--- config.mk ---
export PLATFORM = sky130hd
export DESIGN_NAME = product_accumulator_flat
export DESIGN_NICKNAME = d
export VERILOG_FILES = /design/src/rtl/product_accumulator_pkg.sv /design/src/rtl/product_accumulator_if.sv /design/src/rtl/product_accumulator.sv /design/src/flat_wrapper.sv
export SDC_FILE = /design/constraint.sdc
export NUM_CORES = 1
export LEC_CHECK = 0
export ABC_AREA = 1
export BUFFER_PORTS_ARGS = -buffer_cell sky130_fd_sc_hd__buf_2
export CAP_MARGIN = 20
export CORE_AREA = 4 4 60 62
export CTS_BUF_LIST = sky130_fd_sc_hd__clkbuf_2
export DETAILED_ROUTE_END_ITERATION = 10
export DIE_AREA = 0 0 64 66
export GPL_TIMING_DRIVEN = 0
export HOLD_SLACK_MARGIN = 0.12
export PLACE_DENSITY = 0.66
export SETUP_SLACK_MARGIN = 0.2
export SYNTH_ARGS = -nofsm -noshare
export SYNTH_HDL_FRONTEND = slang
export SYNTH_SLANG_ARGS = --single-unit
--- constraint.sdc ---
create_clock -name clk -period 3.9 [get_ports clk]
set_input_delay 0.195 -clock clk [delete_from_list [all_inputs] [get_ports clk]]
set_output_delay 0.195 -clock clk [all_outputs]
set_load 0.02 [all_outputs]
--- src/rtl/product_accumulator_pkg.sv ---
// Shared widths and state encoding for the accumulate half of the multiply-accumulate datapath.
package product_accumulator_pkg;

  localparam int PROD_W = 4;
  localparam int SUM_W  = 8;
  localparam int BATCH  = 4;

  typedef enum logic {
    ST_ACC  = 1'b0,
    ST_HOLD = 1'b1
  } acc_state_e;

endpackage

--- src/rtl/product_accumulator_if.sv ---
// Product stream in, batch result out; the accumulator sits on the slave side.
interface product_accumulator_if #(
  parameter int IN_W  = 4,
  parameter int ACC_W = 8
);

  logic             in_valid;
  logic             in_ready;
  logic [IN_W-1:0]  in_data;
  logic             clear;
  logic             out_valid;
  logic             out_ready;
  logic [ACC_W-1:0] out_sum;
  logic             out_ovf;

  modport slave (
    input  in_valid, in_data, clear, out_ready,
    output in_ready, out_valid, out_sum, out_ovf
  );

  modport master (
    output in_valid, in_data, clear, out_ready,
    input  in_ready, out_valid, out_sum, out_ovf
  );

endinterface

--- src/rtl/product_accumulator.sv ---
// Sums fixed batches of COUNT unsigned products and presents each sum with a sticky carry flag.
module product_accumulator
  import product_accumulator_pkg::*;
#(
  parameter int IN_W  = PROD_W,
  parameter int ACC_W = SUM_W,
  parameter int COUNT = BATCH
) (
  input logic                  clk,
  input logic                  rst_n,
  product_accumulator_if.slave bus
);

  localparam int CNT_W = (COUNT > 1) ? $clog2(COUNT) : 1;
  localparam logic [CNT_W-1:0] LAST = CNT_W'(COUNT - 1);

  acc_state_e       state_q;
  logic [ACC_W-1:0] acc_q;
  logic [CNT_W-1:0] cnt_q;
  logic             ovf_q;
  logic [ACC_W-1:0] outSum_q;
  logic             outOvf_q;
  logic             outValid_q;

  logic [ACC_W:0]   prodExt;
  logic [ACC_W:0]   sum_d;

  // One extra bit on the adder captures the carry out of ACC_W.
  assign prodExt = {{(ACC_W + 1 - IN_W){1'b0}}, bus.in_data};
  assign sum_d   = {1'b0, acc_q} + prodExt;

  always_ff @(posedge clk) begin
    if (!rst_n) begin
      state_q    <= ST_ACC;
      acc_q      <= '0;
      cnt_q      <= '0;
      ovf_q      <= 1'b0;
      outSum_q   <= '0;
      outOvf_q   <= 1'b0;
      outValid_q <= 1'b0;
    end else begin
      case (state_q)
        ST_ACC: begin
          // clear wins over a product offered in the same cycle.
          if (bus.clear) begin
            acc_q <= '0;
            cnt_q <= '0;
            ovf_q <= 1'b0;
          end else if (bus.in_valid) begin
            if (cnt_q == LAST) begin
              outSum_q   <= sum_d[ACC_W-1:0];
              outOvf_q   <= ovf_q | sum_d[ACC_W];
              outValid_q <= 1'b1;
              state_q    <= ST_HOLD;
              acc_q      <= '0;
              cnt_q      <= '0;
              ovf_q      <= 1'b0;
            end else begin
              acc_q <= sum_d[ACC_W-1:0];
              ovf_q <= ovf_q | sum_d[ACC_W];
              cnt_q <= cnt_q + 1'b1;
            end
          end
        end
        ST_HOLD: begin
          if (bus.out_ready) begin
            outValid_q <= 1'b0;
            state_q    <= ST_ACC;
          end
        end
        default: state_q <= ST_ACC;
      endcase
    end
  end

  assign bus.in_ready  = (state_q == ST_ACC);
  assign bus.out_valid = outValid_q;
  assign bus.out_sum   = outSum_q;
  assign bus.out_ovf   = outOvf_q;

endmodule

--- src/flat_wrapper.sv ---
// flat-port wrapper written by rule: the top's interface ports become plain ports
module product_accumulator_flat import product_accumulator_pkg::*;
#(
  parameter int IN_W  = PROD_W,
  parameter int ACC_W = SUM_W,
  parameter int COUNT = BATCH
)
  (clk, rst_n, bus_in_valid, bus_in_data, bus_clear, bus_out_ready, bus_in_ready, bus_out_valid, bus_out_sum, bus_out_ovf);
  product_accumulator_if #(.IN_W(IN_W), .ACC_W(ACC_W)) bus_i ();
  input logic clk;
  input logic rst_n;
  input wire logic [$bits(bus_i.in_valid)-1:0] bus_in_valid;
  input wire logic [$bits(bus_i.in_data)-1:0] bus_in_data;
  input wire logic [$bits(bus_i.clear)-1:0] bus_clear;
  input wire logic [$bits(bus_i.out_ready)-1:0] bus_out_ready;
  output wire logic [$bits(bus_i.in_ready)-1:0] bus_in_ready;
  output wire logic [$bits(bus_i.out_valid)-1:0] bus_out_valid;
  output wire logic [$bits(bus_i.out_sum)-1:0] bus_out_sum;
  output wire logic [$bits(bus_i.out_ovf)-1:0] bus_out_ovf;
  assign bus_i.in_valid = bus_in_valid;
  assign bus_i.in_data = bus_in_data;
  assign bus_i.clear = bus_clear;
  assign bus_i.out_ready = bus_out_ready;
  assign bus_in_ready = bus_i.in_ready;
  assign bus_out_valid = bus_i.out_valid;
  assign bus_out_sum = bus_i.out_sum;
  assign bus_out_ovf = bus_i.out_ovf;
  product_accumulator #(.IN_W(IN_W), .ACC_W(ACC_W), .COUNT(COUNT)) u_core (.clk(clk), .rst_n(rst_n), .bus(bus_i));
endmodule
==> run_results.csv <==
group,metric,value,unit
run_status,outcome,"finished, final reports clean",
synth,synth.distinct_cells,27,
synth,synth_edf_count,0,
synth,synth_common_cells,"36 x nand2_1, 22 x dfxtp_1, 22 x inv_1",
synth,yosys-top-cells-area,"dfxtp_1 39%, nand2_1 12%, inv_1 7.3%",
setup_path,ff2ff_path_depth,8,
setup_path,worstPathArrival,2.07,ns
sta,drv_slew,0,
route,via_per_inst,4.442,
clocking,clk_latency,0.31,ns
clocking,cts.clk_slew.worst_paths,0.20,ns
pwr,peakVddDrop,0.1584,mV
setup_path,critPathKind,"flop to flop",
floorplanning,die_area,4224,um2
sta,setup-tns-final,0,ns
global_route,grt_pass1_vias,906,
placed_design,gp_congestion,0.7938,
route,ant_nets,0,
route,drt_wl_total,2194,um
pwr,p_per_area,272.3,nW/um2
global_route,antenna_found_initial,0,
floorplanning,fp.coreArea,3028,um2
synth,synth_top_area_cell,"dfxtp_1",
clocking,clk_path_buf_depth,2,
final_layout,design_area,1310,um2
placed_design,dp_hpwl,1731,um
setup_path,end_kind,"flop",
final_layout,fillers,339,
route,drc,0,
setup_path,r2r-start,"u_core.acc_q[0]",
clocking,cts_root_buf,"clkbuf_2",
floorplanning,row_count,20,
setup_path,crit_fanout,3,
route,wire_per_inst,9.795,um
clocking,cts-buffers-inserted,3,
clocking,holdBufCountCts,1,
placed_design,place_area,1285,um2
sta,finClkSkew,0.009365,ns
final_layout,syn_to_final_growth,15.44,%
clocking,tritoncts,"built",
min_path,worstHoldEndpoint,"u_core.bus.out_sum[3]",
synth,ys.flop_type,"dfxtp_1",
route,via_count,995,
global_route,grt_pass1_wl,3988,um
global_route,grt_max_degree,12,
clocking,post_cts_resized,0,
floorplanning,pin_count,20,
sta,finalHoldViolations,0,
synth,synth_most_common_cell,"nand2_1",
placed_design,dp.cells,220,
clocking,cts_max_level,1,
floorplanning,die_y,66,um
pwr,p_leak,0.6436,nW
setup_path,crit_required,4.18,ns
synth,synth_top_area_share,38.81,%
route,drt_iter0_markers,28,
synth,syn_nets,172,
sta,fmax,558.4,MHz
final_layout,utilization,43.26,%
synth,ys_seq_elements,22,
final_layout,diodes,0,
floorplanning,initial_core_util,37.48,%
clocking,cts_setup_buffers,0,
setup_path,worstSetupStartpointType,"flop",
global_route,grt.overflow.total,0,
sta,layout_min_cycle_time,1.791,ns
clocking,cts_sinks,22,
route,firstDrtPassIters,6,
synth,avgSynthCellArea,7.228,um2
final_layout,fin_nets,197,
setup_path,rr_endpoint,"u_core.ovf_q",
synth,netlist_instances,157,
floorplanning,die_w,64,um
synth,synth_area,1135,um2
flow_run,maxCapViolCount,0,
final_layout,drive_above_1_share,17.78,%
min_path,min_from,"rst_n",
sta,tightest_slew,0.4796,ns
placed_design,place.port_buffers,19,
sta,setup_viol,0,
final_layout,layout.cells.non_filler,224,
sta,relSlewSlack,68.03,%
synth,synthArstFlopShare,0,%
min_path,holdPathStages,3,
sta,rsz0062_at_grt,"false",
setup_path,reg2reg_slack,2.11,ns
synth,yosys_warnings,0,
synth,yosysSeqAreaShare,38.81,%
sta,fin_crit_sh,45.92,%
min_path,min_path_type,"input port to flop",
global_route,grtUsageTotal,11.74,%
==> registers in the layout, summed over array words and instances (netlist names) <==
signal                cells
u_core.acc_q              8
u_core.bus.out_ovf        1
u_core.bus.out_valid      1
u_core.cnt_q              2
u_core.ovf_q              1
u_core.state_q            1
u_core.bus.out_sum        8
==> placed cells by master, fill, tap and decap left out, types with 2 or more instances in the layout <==
| cell type | count |
|---|---|
| clkbuf_2 | 3 |
| inv_1 | 22 |
| nor2_1 | 18 |
| a21oi_2 | 2 |
| a21oi_1 | 14 |
| o21ai_0 | 9 |
| o21ai_1 | 2 |
| dfxtp_1 | 22 |
| nand2_1 | 36 |
| nand3_1 | 10 |
| ha_1 | 5 |
| buf_2 | 19 |
==> final cells by class <==
class	count	area, um2	area share [%]
clock buffers	3	15.01	1.146
multi-input cells	109	586.8	44.79
well taps	44	55.05	4.202
flip-flops and latches	22	440.4	33.62
inverters	24	92.59	7.068
repair buffers	20	105.1	8.023
plain buffers	2	15.01	1.146
==> kinds of logic (layout without fill, tap and decap cells) <==
group | Yosys count | count (layout) | share of synthesized area [%]
simple gates | 71 | 71 | 27.90
compound gates | 30 | 30 | 15.00
buf+inv | 26 | 49 | 9.482
flops | 22 | 22 | 38.81
fa+ha+maj | 6 | 6 | 7.277
xor+xnor | 2 | 2 | 1.544
==> critical path, cell delays in order, from the launching register on <==
cell,delay (ns)
dfxtp_1,0.37
ha_1,0.19
inv_1,0.06
fa_1,0.40
nand3b_1,0.17
nand2_1,0.12
nand2_1,0.08
o21ai_0,0.20
and3_1,0.17
==> power breakdown <==
part	switching, mW	leakage, nW	total [mW]	internal [mW]
logic	0.0249	0.453	0.0411	0.0162
registers	0.00204	0.178	0.230	0.228
clock network	0.0644	0.0125	0.0854	0.0210
==> layer usage <==
metal	track usage (%)	vias to the layer above	share of wire [%]
met5	0	-	0
met4	0.8086	0	0.46
met3	3.741	2	6.2
met2	18.97	18	43
met1	15.89	421	50
li1	-	554	-
==> metrics by stage <==
stage	power, mW	hold slack, ns	setup slack [ns]
after floorplan	0.2625	0.2926	2.303
after global placement	0.2756	0.4565	2.141
after detailed placement	0.2757	0.4585	2.107
after CTS	0.3638	0.1313	2.078
after global routing	0.3802	0.1240	1.884
final	0.3567	0.1507	2.109
==> worst max path at each step <==
stage                               start                  to  slack, ns
after global routing      u_core.acc_q[0]  u_core.bus.out_ovf       1.88
after global placement    u_core.acc_q[0]        u_core.ovf_q       2.14
after detailed placement  u_core.acc_q[0]        u_core.ovf_q       2.11
after CTS                 u_core.acc_q[0]        u_core.ovf_q       2.08
final                     u_core.acc_q[0]        u_core.ovf_q       2.11
after floorplan           u_core.acc_q[0]        u_core.ovf_q       2.30
(Power assumes the default switching activity.)
